File: src/rtl/draw_point_slave_interface.sv
// DrawPoint link to Avalon-MM framebuffer writer.
// Buffers incoming points in a FIFO and writes one RGB444 pixel per point.
module draw_point_slave_interface #(
    parameter int          H_RES      = 320,
    parameter int          V_RES      = 240,
    parameter int          FIFO_DEPTH = 8,
    parameter logic [17:0] FB_BASE    = 18'h00000
) (
    input  logic        csi_clock_clk,
    input  logic        rsi_reset_reset,
    input  logic        coe_dps_ul1Reset_n,
    input  logic        coe_dps_ul1Update,
    input  logic [8:0]  coe_dps_ul9PosX,
    input  logic [8:0]  coe_dps_ul9PosY,
    input  logic [11:0] coe_dps_ul12Rgb12Data,
    output logic [17:0] avm_fb_address,
    output logic        avm_fb_write,
    output logic [15:0] avm_fb_writedata,
    output logic [1:0]  avm_fb_byteenable,
    input  logic        avm_fb_waitrequest,
    output logic [15:0] ul16OverflowCount,
    output logic [15:0] ul16RangeCount,
    output logic        ul1Busy
);

    localparam int          AW    = (FIFO_DEPTH > 2) ? $clog2(FIFO_DEPTH) : 1;
    localparam int          CW    = AW + 1;
    localparam logic [31:0] H_LIM = H_RES;
    localparam logic [31:0] V_LIM = V_RES;

    typedef struct packed {
        logic [8:0]  x;
        logic [8:0]  y;
        logic [11:0] rgb;
    } point_t;

    typedef enum logic {
        S_IDLE,
        S_WRITE
    } state_t;

    state_t        state_q;
    state_t        state_d;
    point_t        mem [FIFO_DEPTH];
    point_t        din;
    point_t        head;
    logic [AW-1:0] wr_ptr;
    logic [AW-1:0] rd_ptr;
    logic [CW-1:0] count;

    logic        link_ok;
    logic        sample;
    logic        in_range;
    logic        fifo_full;
    logic        fifo_empty;
    logic        push;
    logic        pop;
    logic        range_err;
    logic        ovf_err;
    logic [17:0] head_addr;

    logic        write_d;
    logic [17:0] addr_d;
    logic [15:0] data_d;

    assign link_ok    = coe_dps_ul1Reset_n;
    assign sample     = coe_dps_ul1Update & link_ok;
    assign in_range   = ({23'd0, coe_dps_ul9PosX} < H_LIM) &&
                        ({23'd0, coe_dps_ul9PosY} < V_LIM);
    assign fifo_full  = (count == CW'(FIFO_DEPTH));
    assign fifo_empty = (count == '0);

    // Range errors win over full; the full test uses the registered count.
    assign range_err  = sample & ~in_range;
    assign ovf_err    = sample & in_range & fifo_full;
    assign push       = sample & in_range & ~fifo_full;

    assign din.x   = coe_dps_ul9PosX;
    assign din.y   = coe_dps_ul9PosY;
    assign din.rgb = coe_dps_ul12Rgb12Data;

    assign head      = mem[rd_ptr];
    assign head_addr = FB_BASE
                     + 18'({9'd0, head.y} * 18'(H_RES))
                     + {9'd0, head.x};

    assign avm_fb_byteenable = 2'b11;
    assign ul1Busy           = (count != '0) | avm_fb_write;

    always_comb begin
        state_d = state_q;
        write_d = avm_fb_write;
        addr_d  = avm_fb_address;
        data_d  = avm_fb_writedata;
        pop     = 1'b0;
        unique case (state_q)
            S_IDLE: begin
                if (!fifo_empty && link_ok) begin
                    pop     = 1'b1;
                    addr_d  = head_addr;
                    data_d  = {4'h0, head.rgb};
                    write_d = 1'b1;
                    state_d = S_WRITE;
                end
            end
            S_WRITE: begin
                if (!avm_fb_waitrequest) begin
                    if (!fifo_empty && link_ok) begin
                        pop    = 1'b1;
                        addr_d = head_addr;
                        data_d = {4'h0, head.rgb};
                    end else begin
                        write_d = 1'b0;
                        state_d = S_IDLE;
                    end
                end
            end
            default: state_d = S_IDLE;
        endcase
    end

    always_ff @(posedge csi_clock_clk) begin
        if (push) begin
            mem[wr_ptr] <= din;
        end
    end

    always_ff @(posedge csi_clock_clk) begin
        if (rsi_reset_reset) begin
            state_q           <= S_IDLE;
            wr_ptr            <= '0;
            rd_ptr            <= '0;
            count             <= '0;
            avm_fb_write      <= 1'b0;
            avm_fb_address    <= '0;
            avm_fb_writedata  <= '0;
            ul16OverflowCount <= '0;
            ul16RangeCount    <= '0;
        end else begin
            state_q          <= state_d;
            avm_fb_write     <= write_d;
            avm_fb_address   <= addr_d;
            avm_fb_writedata <= data_d;
            // A link reset flushes the queue but lets the bus transfer finish.
            if (!link_ok) begin
                wr_ptr <= '0;
                rd_ptr <= '0;
                count  <= '0;
            end else begin
                if (push) begin
                    wr_ptr <= wr_ptr + AW'(1);
                end
                if (pop) begin
                    rd_ptr <= rd_ptr + AW'(1);
                end
                count <= count + CW'(push) - CW'(pop);
            end
            if (range_err && ul16RangeCount != 16'hFFFF) begin
                ul16RangeCount <= ul16RangeCount + 16'd1;
            end
            if (ovf_err && ul16OverflowCount != 16'hFFFF) begin
                ul16OverflowCount <= ul16OverflowCount + 16'd1;
            end
        end
    end

endmodule

File: config.mk
export PLATFORM = sky130hd
export DESIGN_NAME = draw_point_slave_interface
export DESIGN_NICKNAME = d
export VERILOG_FILES = /design/src/rtl/draw_point_slave_interface.sv
export SDC_FILE = /design/constraint.sdc
export NUM_CORES = 1
export LEC_CHECK = 0
export ABC_CLOCK_PERIOD_IN_PS = 5600
export CAP_MARGIN = 30
export CORE_MARGIN = 1.5
export CORE_UTILIZATION = 55
export DETAILED_ROUTE_END_ITERATION = 7
export PLACE_DENSITY = 0.76
export SLEW_MARGIN = 20
export SYNTH_ARGS = -nofsm -noshare
export SYNTH_HDL_FRONTEND = slang
export SYNTH_SLANG_ARGS = --single-unit
File: constraint.sdc
create_clock -name csi_clock_clk -period 5.6 [get_ports csi_clock_clk]
set_input_delay 0.56 -clock csi_clock_clk [delete_from_list [all_inputs] [get_ports csi_clock_clk]]
set_output_delay 0.56 -clock csi_clock_clk [all_outputs]
set_load 0.005 [all_outputs]
======== Word level (Yosys, flattened, before mapping) ========
Memory sizes are Yosys's and may differ from the RTL's. A register that Yosys moved wholly into a read port is not among the register bits.
Index checks and enable logic that the tools add are counted.
W data, S select, Z words.
cells by class
  multiplexer cells ....................... 19
  reduce and logical (&&, ||, !) cells .... 9
  bitwise gates (word level) .............. 10
  add/sub/neg operators ................... 7
  order comparisons ....................... 2
  equal/unequal tests ..................... 6
  multipliers ............................. 1
operator list
  operator                 count
  $mux W18                 2
  $pmux W18 S2             1
  $add A16 B1 Y16 const B  2
  $mux W16                 2
  $ne A16 B16 Y1 const B   2
  $pmux W16 S2             1
  $add A18 B9 Y18          1
  $mul A9 B3 Y12 const B   1
  $lt A9 B8 Y1 const B     1
  $lt A9 B9 Y1 const B     1
  $mux W1                  8
  $add A3 B1 Y3 const B    2
  $mux W3                  2
  $ne A2 B2 Y1 const B     3
  $pmux W1 S2              3
  $and A1 B1 Y1            5
  $add A4 B1 Y4            1
  $eq A4 B4 Y1 const B     1
  $logic_and A1 B1 Y1      4
  $logic_not A4 Y1         1
  $not A1 Y1               4
  $reduce_bool A4 Y1       1
  $sub A4 B1 Y4            1
  $reduce_and A3 Y1        1
  3 further kinds          3
word-level totals
  memories ................................ 1
  RAM bits ................................ 240
  output and inout port bits .............. 70
  register bits ........................... 78
  input port bits ......................... 35
memories
  name  depth  bits a word  rd ports  clocked after memory_dff  write ports  RTL line  text
  mem   8      30           1         1                         1            44        point_t mem [FIFO_DEPTH];

======== Depth between registers and ports, before layout ========
  depth after elaboration ................. 8
  mapped depth ............................ 15

======== Worst setup path before layout ========
Ideal clock, no wire load.
  kind .................................... register to register
  start ................................... register with a tool-made name
  end ..................................... register avm_fb_address[16]
  buffers on the path ..................... 3
  arrival ................................. 3.927 ns
  stages on the path, launching flop included .. 16
  library setup time ...................... 0.086 ns
  clock period less this slack ............ 4.012 ns
  path slack .............................. 1.588 ns
  path through ............................ dfxtp_1 -> buf_2 -> buf_4 -> buf_2 -> mux4_2 -> mux2i_1 -> inv_1 -> ha_1 -> ha_1 -> fa_1 -> xor2_1 -> o2111ai_2 -> nor4b_4 -> nand4_1 -> xnor2_1 -> a211oi_1
RTL lines
  item                  RTL line  text
  to (signal assigned)  142       avm_fb_address <= addr_d;
  to (decl)             16        output logic [17:0] avm_fb_address,

==> flow_summary.yaml <==
cells_and_area:
  mostFrequentLayoutCell: "edfxtp_1"
  area_delta_synth_final_pct: 18.3
  seq_area_um2: 8750
  final_core_util_pct: 66.9
  diodes: 0
  layout.cell_area.non_filler_um2: 15300
  instances_no_fill: 1239
  layout_common_cells: "edfxtp_1, clkdlybuf4s50_1, nor2_1, dfxtp_1, mux4_2"
  final_layout_size_suffix_gt1_share_pct: 17.6
  fill_cell_instance_count_of_the_final_layout: 1555
  nNetsFinal: 967
  multi_input_comb_area_um2: 4000
grt:
  grt_antenna_before_repair: 0
  pin_count_of_the_biggest_net_entering_global_routing: 61
  gr-total-overflow: 0
  grt_first_pass_wirelength_um: 40300
  via_count_of_the_first_global_routing_pass: 7207
  grt.total_usage_pct: 21.9
setup_path:
  worstSetupEndpointType: "flop"
  crit_path_start_kind: "flop"
  critPathSlowestCell: "dfxtp_2"
  worst_path_dominant_cell_family: "adder cells"
  arrival_ns: 4.49
  critical_path_buf_inv_count: 1
  critical_path.most_common_cell: "ha_1"
  timing.critical_path.required_ns: 6.06
  critical_path.max_fanout: 22
  crit_path_cell_trace: "buf_4 > mux4_2 > mux2_2 > ha_1 > ha_1 > nand3_1 > o2111ai_1 > xor2_1 > nand4_1 > xnor2_1 > a211oi_1"
  timing_worst_setup_path_type: "reg -> reg"
  cp_slowest_stage_delay_ns: 0.73
power_and_ir_drop:
  power_density_nw_per_um2: 363
  cellLeakagePower_nw: 4.84
  max-vdd-ir-drop_mv: 0.239
route:
  drt_first_pass_iters: 5
  routedWlPerCell_um: 20.7
  drc: 0
  dr_total_vias: 7096
  route.final.wire_length_um: 25600
  remaining_number_of_nets_flagged_by_the_antenna_check_after_routing: 0
  avgViaCountPerCell: 5.73
  drt_iter0_drc: 557
synthesis:
  synthesis.area_per_instance_um2: 16.3
  synth_seq_area_share_pct: 67.6
  yosys.cell_types.count: 59
  synth_async_sr_flop_share_pct: 0
  synth_edf_count: 240
  postSynth.topFlopCell: "edfxtp_1"
  synth_cells: 791
  ys.warnings.count: 0
  netlist_area_um2: 12900
  postSynthRegisterBits: 317
clocking:
  inserted_clock_buffers: 31
  htree_levels: 1
  buffer_cell_driving_the_clock_tree_root: "clkbuf_16"
  clock_path_buffers: 3
  tritoncts: "done"
  clock_insertion_delay_worst_skew_ns: 0.57
  cts_hold_buffers: 0
  cts_repair_resize_count: 0
  cts_sinks: 317
  cts_setup_buffers: 0
  worst_setup_hold_path_clk_slew_ns: 0.06
timing:
  finClkSkew_ns: 0.0255
  final.period_utilization_pct: 72.0
  fmax_mhz: 248
  rsz0062_at_grt: "false"
  final_max_slew_viol_count: 0
  worst_slew_pin_slew_ns: 0.833
  slew_headroom_pct: 44.5
  final.setup.tns_ns: 0
  worst_hold_slack_ns: 0.456
  report.final.setup_viol: 0
  fin_crit_ns: 4.03
  timing.final.hold_violations: 0
die:
  rows: 55
  num_io_pins: 105
  initial_utilization_pct: 56.6
  core_region_area_um2: 22800
  die-area_um2: 24400
  dieWidth_um: 156
  die_height_um: 156
job:
  cap_viol_max_count: 0
placement:
  place_hpwl_um: 15700
  post_dp_cell_area_um2: 14300
  gp_congestion: 0.765
  dpl.cell_count: 1181
  io_buffer_count: 98
hold_path:
  hp-class: "in -> reg"
  timing.hold.worst.start: "rsi_reset_reset"
status:
  run_status: "finished clean"
## cell type report
| class | instances | area share, % |
|---|---|---|
| clock buffers | 43 | 5.63 |
| clock inverters | 14 | 0.687 |
| inverters | 15 | 0.368 |
| multi-input cells | 422 | 26.2 |
| flip-flops and latches | 317 | 57.2 |
| well taps | 313 | 2.56 |
| repair buffers | 115 | 7.35 |
## metrics by stage
step | total power [W] | worst slack (ns)
after floorplan | 0.00327 | 1.59
after global placement | 0.00360 | 1.56
after detailed placement | 0.00362 | 1.56
after CTS | 0.00558 | 1.54
after global routing | 0.00576 | 1.30
final | 0.00555 | 1.57
## sequential cells by signal (all words and copies together) (netlist names), named ones only
signal and cells:
avm_fb_address 18, count 4, ul16OverflowCount 16, avm_fb_write 1, mem 240, state_q 1, wr_ptr 3, rd_ptr 3
avm_fb_writedata 12, ul16RangeCount 16
## Yosys cell counts, drive strengths merged, types with 2 or more instances
library cell / n / share of area [%]
edfxtp: 240 / 56
nor2: 83 / 2.4
dfxtp: 77 / 12
mux4: 60 / 10
a211oi: 27 / 1.7
ha: 27 / 2.6
mux2i: 27 / 2.2
nand2: 23 / 0.67
buf: 22 / 1.0
xnor2: 21 / 1.4
xor2: 21 / 1.4
clkbuf: 19 / 0.55
inv: 15 / 0.44
nand3: 15 / 0.58
nor3: 15 / 0.81
a21oi: 14 / 0.54
o21ai: 13 / 0.50
nand4: 11 / 0.65
mux2: 9 / 0.78
or3: 6 / 0.29
and4: 4 / 0.29
nand2b: 4 / 0.19
and3: 3 / 0.15
fa: 3 / 0.46
o21a: 3 / 0.17
a211o: 2 / 0.14
a21bo: 2 / 0.15
a21o: 2 / 0.12
conb: 2 / 0.058
nor2b: 2 / 0.097
o2111ai: 2 / 0.18
o22ai: 2 / 0.097
## cell families (layout without fill, tap and decap cells)
kind of cell               Yosys count  in the layout  synth area share, %
buffers and inverters               56            187                 2.03
AOI/OAI and AO/OA                   75             75                 4.18
muxes                               96             96                 13.4
adders and majority gates           30             30                 3.08
DFF                                317            317                 67.6
and+or+nand+nor                    173            173                 6.74
xor gates and xnor gates            42             42                 2.84
other                                2              6               0.0581
## routing by layer
metal	track usage, %	part of all wire (%)	vias up
li1	-	-	3266
met1	29.3	42	3545
met2	38.2	50	247
met3	3.46	6.4	38
met4	5.03	1.9	0
met5	0	0	-
## path summary, 6_finish.rpt
path | depth (start not counted) | slack (ns) | end
max | 11 | 1.57 | avm_fb_address[15]
min | 2 | 0.46 | ul16RangeCount[15]
max reg2reg | 11 | 1.57 | avm_fb_address[15]
min reg2reg | 2 | 0.50 | avm_fb_address[10]
## where the power goes
part / total, W / switching (W) / leakage, nW / internal, W
Clock: 0.00197 / 0.000856 / 0.482 / 0.00112
Sequential: 0.00270 / 0.0000746 / 2.78 / 0.00263
Combinational: 0.000871 / 0.000421 / 1.58 / 0.000449
No activity file was read; power rests on OpenSTA's default activity.
